`config.mk`:
```
export PLATFORM = sky130hd
export DESIGN_NAME = vx_csr_ext_router
export DESIGN_NICKNAME = d
export VERILOG_FILES = /design/src/rtl/vx_csr_ext_router.sv
export SDC_FILE = /design/constraint.sdc
export NUM_CORES = 1
export LEC_CHECK = 0
export CAP_MARGIN = 20
export CORE_AREA = 2 2 280 282
export DETAILED_ROUTE_END_ITERATION = 6
export DIE_AREA = 0 0 282 284
export MAX_ROUTING_LAYER = met4
export PLACE_DENSITY = 0.57
export SLEW_MARGIN = 10
export SYNTH_ARGS = -nofsm -noshare
export SYNTH_HDL_FRONTEND = slang
export SYNTH_SLANG_ARGS = --single-unit
```
`constraint.sdc`:
```
create_clock -name clk -period 25.6 [get_ports clk]
set_input_delay 5.12 -clock clk [delete_from_list [all_inputs] [get_ports clk]]
set_output_delay 5.12 -clock clk [all_outputs]
set_load 0.03 [all_outputs]
```
`src/rtl/vx_csr_ext_router.sv`:
```
// Routes one CSR request at a time to one of NUM_EXT external CSR slaves after its warp drains.
// Read data or an error comes back through a small in-order response FIFO.
module vx_csr_ext_router #(
    parameter int NUM_LANES = 4,
    parameter int NUM_EXT   = 2,
    parameter int DATAW     = 32,
    parameter int ADDRW     = 12,
    parameter int WIDW      = 4,
    parameter int TAGW      = 8,
    parameter logic [NUM_EXT*ADDRW-1:0] EXT_BASE = '0,
    parameter logic [NUM_EXT*ADDRW-1:0] EXT_SIZE = '0,
    parameter int TIMEOUT   = 255,
    parameter int OUT_DEPTH = 2
) (
    input  logic                           clk,
    input  logic                           reset,
    input  logic                           req_valid,
    output logic                           req_ready,
    input  logic                           req_write,
    input  logic [ADDRW-1:0]               req_addr,
    input  logic [WIDW-1:0]                req_wid,
    input  logic [NUM_LANES-1:0]           req_tmask,
    input  logic [NUM_LANES*DATAW-1:0]     req_data,
    input  logic [TAGW-1:0]                req_tag,
    output logic [WIDW-1:0]                drain_wid,
    input  logic                           drain_empty,
    output logic [NUM_EXT-1:0]             ext_req_valid,
    input  logic [NUM_EXT-1:0]             ext_req_ready,
    output logic                           ext_req_write,
    output logic [ADDRW-1:0]               ext_req_addr,
    output logic [WIDW-1:0]                ext_req_wid,
    output logic [NUM_LANES-1:0]           ext_req_tmask,
    output logic [NUM_LANES*DATAW-1:0]     ext_req_data,
    input  logic [NUM_EXT-1:0]             ext_rsp_valid,
    input  logic [NUM_EXT*NUM_LANES*DATAW-1:0] ext_rsp_data,
    output logic                           rsp_valid,
    input  logic                           rsp_ready,
    output logic [TAGW-1:0]                rsp_tag,
    output logic [WIDW-1:0]                rsp_wid,
    output logic [NUM_LANES-1:0]           rsp_tmask,
    output logic [NUM_LANES*DATAW-1:0]     rsp_data,
    output logic                           rsp_err,
    output logic                           busy
);
    localparam int LDW  = NUM_LANES * DATAW;
    localparam int SELW = (NUM_EXT > 1) ? $clog2(NUM_EXT) : 1;
    localparam int TMRW = $clog2(TIMEOUT + 1);
    localparam int EW   = TAGW + WIDW + NUM_LANES + LDW + 1;
    localparam int PTRW = (OUT_DEPTH > 1) ? $clog2(OUT_DEPTH) : 1;
    localparam int CNTW = $clog2(OUT_DEPTH + 1);

    typedef enum logic [2:0] {S_IDLE, S_DRAIN, S_ISSUE, S_WAIT, S_PUSH} state_t;

    state_t              state;
    logic                write_q;
    logic [ADDRW-1:0]    addr_q;
    logic [WIDW-1:0]     wid_q;
    logic [NUM_LANES-1:0] tmask_q;
    logic [LDW-1:0]      data_q;
    logic [TAGW-1:0]     tag_q;
    logic [SELW-1:0]     sel_q;
    logic [TMRW-1:0]     timer;
    logic [LDW-1:0]      rdata_q;
    logic                err_q;
    logic [NUM_EXT-1:0]  ext_valid_q;
    logic [WIDW-1:0]     drain_q;

    logic                hit;
    logic [SELW-1:0]     hit_sel;
    logic [ADDRW:0]      lo, hi;
    logic [LDW-1:0]      rsp_slice, rsp_masked;

    logic [EW-1:0]       mem [OUT_DEPTH];
    logic [PTRW-1:0]     wr_ptr, rd_ptr;
    logic [CNTW-1:0]     count;
    logic                full, push, pop;

    // Lowest channel wins; the extra top bit keeps base+size from wrapping around the address space.
    always_comb begin
        hit     = 1'b0;
        hit_sel = '0;
        lo      = '0;
        hi      = '0;
        for (int i = NUM_EXT - 1; i >= 0; i--) begin
            lo = {1'b0, EXT_BASE[i*ADDRW +: ADDRW]};
            hi = lo + {1'b0, EXT_SIZE[i*ADDRW +: ADDRW]};
            if (EXT_SIZE[i*ADDRW +: ADDRW] != '0 && {1'b0, addr_q} >= lo && {1'b0, addr_q} < hi) begin
                hit     = 1'b1;
                hit_sel = SELW'(i);
            end
        end
    end

    always_comb begin
        rsp_slice  = ext_rsp_data[sel_q*LDW +: LDW];
        rsp_masked = '0;
        for (int l = 0; l < NUM_LANES; l++) begin
            if (tmask_q[l]) rsp_masked[l*DATAW +: DATAW] = rsp_slice[l*DATAW +: DATAW];
        end
    end

    // All handshakes transfer on a cycle where valid && ready; a raised valid and its fields hold until then.
    always_ff @(posedge clk or posedge reset) begin
        if (reset) begin
            state       <= S_IDLE;
            write_q     <= 1'b0;
            addr_q      <= '0;
            wid_q       <= '0;
            tmask_q     <= '0;
            data_q      <= '0;
            tag_q       <= '0;
            sel_q       <= '0;
            timer       <= '0;
            rdata_q     <= '0;
            err_q       <= 1'b0;
            ext_valid_q <= '0;
            drain_q     <= '0;
        end else begin
            case (state)
                S_IDLE: if (req_valid) begin
                    write_q <= req_write;
                    addr_q  <= req_addr;
                    wid_q   <= req_wid;
                    tmask_q <= req_tmask;
                    data_q  <= req_data;
                    tag_q   <= req_tag;
                    drain_q <= req_wid;
                    state   <= S_DRAIN;
                end
                S_DRAIN: if (drain_empty) begin
                    drain_q <= '0;
                    timer   <= '0;
                    if (hit) begin
                        sel_q       <= hit_sel;
                        ext_valid_q <= NUM_EXT'(1) << hit_sel;
                        state       <= S_ISSUE;
                    end else begin
                        err_q   <= 1'b1;
                        rdata_q <= '0;
                        state   <= S_PUSH;
                    end
                end
                S_ISSUE: if (ext_req_ready[sel_q]) begin
                    ext_valid_q <= '0;
                    timer       <= '0;
                    if (write_q) begin
                        err_q   <= 1'b0;
                        rdata_q <= '0;
                        state   <= S_PUSH;
                    end else begin
                        state <= S_WAIT;
                    end
                end
                S_WAIT: begin
                    // A response arriving on the timeout cycle still counts as a good response.
                    if (ext_rsp_valid[sel_q]) begin
                        rdata_q <= rsp_masked;
                        err_q   <= 1'b0;
                        state   <= S_PUSH;
                    end else if (timer == TMRW'(TIMEOUT)) begin
                        rdata_q <= '0;
                        err_q   <= 1'b1;
                        state   <= S_PUSH;
                    end else begin
                        timer <= timer + 1'b1;
                    end
                end
                S_PUSH: if (!full) state <= S_IDLE;
                default: state <= S_IDLE;
            endcase
        end
    end

    function automatic logic [PTRW-1:0] ptr_inc(input logic [PTRW-1:0] p);
        return (p == PTRW'(OUT_DEPTH - 1)) ? '0 : p + 1'b1;
    endfunction

    assign full = (count == CNTW'(OUT_DEPTH));
    assign push = (state == S_PUSH) && !full;
    assign pop  = rsp_valid && rsp_ready;

    always_ff @(posedge clk or posedge reset) begin
        if (reset) begin
            wr_ptr <= '0;
            rd_ptr <= '0;
            count  <= '0;
            for (int i = 0; i < OUT_DEPTH; i++) mem[i] <= '0;
        end else begin
            if (push) begin
                mem[wr_ptr] <= {tag_q, wid_q, tmask_q, rdata_q, err_q};
                wr_ptr      <= ptr_inc(wr_ptr);
            end
            if (pop) rd_ptr <= ptr_inc(rd_ptr);
            if (push && !pop)      count <= count + 1'b1;
            else if (!push && pop) count <= count - 1'b1;
        end
    end

    assign {rsp_tag, rsp_wid, rsp_tmask, rsp_data, rsp_err} = mem[rd_ptr];
    assign rsp_valid     = (count != '0);
    assign req_ready     = (state == S_IDLE) && !reset;
    assign drain_wid     = drain_q;
    assign ext_req_valid = ext_valid_q;
    assign ext_req_write = write_q;
    assign ext_req_addr  = addr_q;
    assign ext_req_wid   = wid_q;
    assign ext_req_tmask = tmask_q;
    assign ext_req_data  = data_q;
    assign busy          = (state != S_IDLE) || (count != '0);

endmodule

```
==> results.json <==
{
  "final_max_slew_viol_count": 0,
  "grt_pass1_vias": 17000,
  "ios": 725,
  "syn-instance-count": 1516,
  "required_ns": 20.48,
  "slew_headroom": 0.301,
  "antenna_found_initial": 9,
  "start_util": 0.310,
  "vias": 15000,
  "htree_levels": 3,
  "tightest_slew_ns": 1.05,
  "vias_per_cell": 4.70,
  "overflow": 0,
  "crit_arrival_ns": 6.96,
  "wl_per_cell_um": 21.6,
  "outcome": "completed",
  "wirelength_um": 69100,
  "yosysWarningCount": 0,
  "firstDrtPassIters": 4,
  "ctsResizeCount": 0,
  "setup.worst_path.end_class": "primary output",
  "postPlaceCellArea_um2": 30700,
  "port-buffer-count": 592,
  "dp.cells": 3062,
  "seq_area_frac_synth": 0.625,
  "power.density_nw_per_um2": 101,
  "grt_max_degree": 129,
  "clk_pin_slew_ns": 0.05,
  "synth_top_cell_area_share": 0.625,
  "synth-edff-count": 0,
  "drive_above_1_share": 0.335,
  "totalPowerFinal_uw": 3330,
  "holdCritPathClass": "flip-flop to flip-flop",
  "stdcell_count": 3192,
  "core-area_um2": 77000,
  "nNetsFinal": 2517,
  "gp_congestion": 0.817,
  "ys_top_cells_by_count": "dfrtp_1 (595), mux2_2 (591), a22o_1 (132)",
  "cts.sinks": 595,
  "drt_iter0_markers": 573,
  "syn_avg_cell_area_um2": 15.7,
  "cts_tree": "done",
  "die_height_um": 284,
  "tns_ns": 0,
  "timing.fmax_mhz": 82.8,
  "die-area_um2": 80100,
  "clockRootBuffer": "clkbuf_16",
  "synth.area.top_cells": "dfrtp_1 (62%), mux2_2 (28%), a22o_1 (4.9%)",
  "die_w_um": 282,
  "syn-cell-area_um2": 23800,
  "nFillCells": 6993,
  "finalSetupViolCount": 0,
  "period_minus_slack_ns": 12.08,
  "fin_skew_ns": 0.0304,
  "synth_ff_type": "dfrtp_1",
  "grt_pass1_wl_um": 105000,
  "critPathMaxFanout": 2,
  "holdWs_ns": 0.498,
  "syn_to_final_growth_pct": 38.3,
  "ys_async_sr_fraction": 1.00,
  "holdBufCountCts": 0,
  "cap_violations": 0,
  "hold_violations": 0,
  "ys_types": 35,
  "cts_setup_buffers": 0,
  "fin_area_um2": 33000,
  "leakagePower_uw": 0.0150,
  "synth_top_area_cell": "dfrtp_1",
  "timing.final.crit_share": 0.472,
  "num_rows": 102,
  "yosysMostFrequentCell": "dfrtp_1",
  "dp_hpwl_um": 46500,
  "ys_ff_latch": 595,
  "grt.total_usage": 0.176,
  "ant_nets": 0,
  "clk_latency_ns": 0.61,
  "cp-start-kind": "input pin",
  "cts_buffers": 69,
  "cts_buffer_depth": 3,
  "ir_worst_vdd_mv": 0.0806,
  "drc": 0,
  "rsz0062_at_grt": "false",
  "path_class": "input pin to primary output"
}
==> where the power goes <==
group	switching [uW]	total, uW	internal (uW)	leakage (uW)
sequential	115	1220	1100	0.00788
combinational	636	1150	512	0.00599
clock	394	962	568	0.00109
total	1150	3330	2180	0.0150
==> per-layer routing <==
layer	track usage	part of all wire
met1	0.212	0.42
met2	0.287	0.49
met3	0.0502	0.066
met4	0.0475	0.020
met5	-	0
==> worst max-delay path: stages <==
cell             delay, ns
clkdlybuf4s50_1       0.52
nor4_1                0.51
clkdlybuf4s50_1       0.81
==> layout make-up <==
cell class | instances | area, um^2 | share of cell area
flip-flops and latches | 595 | 14900 | 0.452
repair buffers | 611 | 6090 | 0.185
well taps | 1040 | 1300 | 0.0395
inverters | 6 | 30.0 | 0.000911
diodes | 9 | 22.5 | 0.000683
clock inverters | 11 | 154 | 0.00467
multi-input cells | 810 | 8400 | 0.255
clock buffers | 110 | 2070 | 0.0629
==> kinds of logic (layout without fill, tap and decap cells) <==
group	Yosys count	after routing	synth area share
adders and majority gates	2	2	0.00105
other	1	11	0.000157
muxes	596	596	0.281
and+or+nand+nor	49	49	0.0116
xor gates and xnor gates	5	5	0.00184
buffers and inverters	112	738	0.0242
DFF	595	595	0.625
AOI/OAI and AO/OA	156	156	0.0550
==> flip-flops by register name, summed over array words and instances, names as in the netlist, 2 cells and up <==
register	cells
mem	290
ext_req_data	128
rdata_q	128
ext_req_addr	12
tag_q	8
timer	8
drain_wid	4
ext_req_tmask	4
ext_req_wid	4
state	3
count	2
==> worst paths after layout <==
check | to | slack [ns] | depth (start not counted) | from
worst max-delay path | req_ready | 13.52 | 3 | reset
worst min-delay path | mem[190] | 0.50 | 1 | mem[190]
worst max register to register | rdata_q[94] | 22.03 | 5 | state[0]
worst min register to register | mem[190] | 0.50 | 1 | mem[190]
max in group asynchronous | rdata_q[0] | 17.47 | 5 | reset
min in group asynchronous | ext_req_data[72] | 5.18 | 2 | reset
==> placed cells by master, fill, tap and decap left out, types with 7 or more instances in the layout <==
cell and instances:
clkdlybuf4s50_1 592, mux2_2 591, o21ai_0 7, diode_2 9
a22o_1 132, nand2_1 8, clkbuf_8 17, buf_4 18
clkbuf_1 23, nor2_1 7, clkbuf_16 70, dfrtp_1 594
==> through the flow <==
step | worst slack [ns] | util
4_1_cts | 13.43 | 0.428
2_1_floorplan | 3.83 | -
3_3_place_gp | 13.52 | 0.399
3_5_place_dp | 13.45 | 0.399
5_1_grt | 13.46 | 0.428
6_report | 13.52 | 0.428
(Power assumes the default switching activity.)
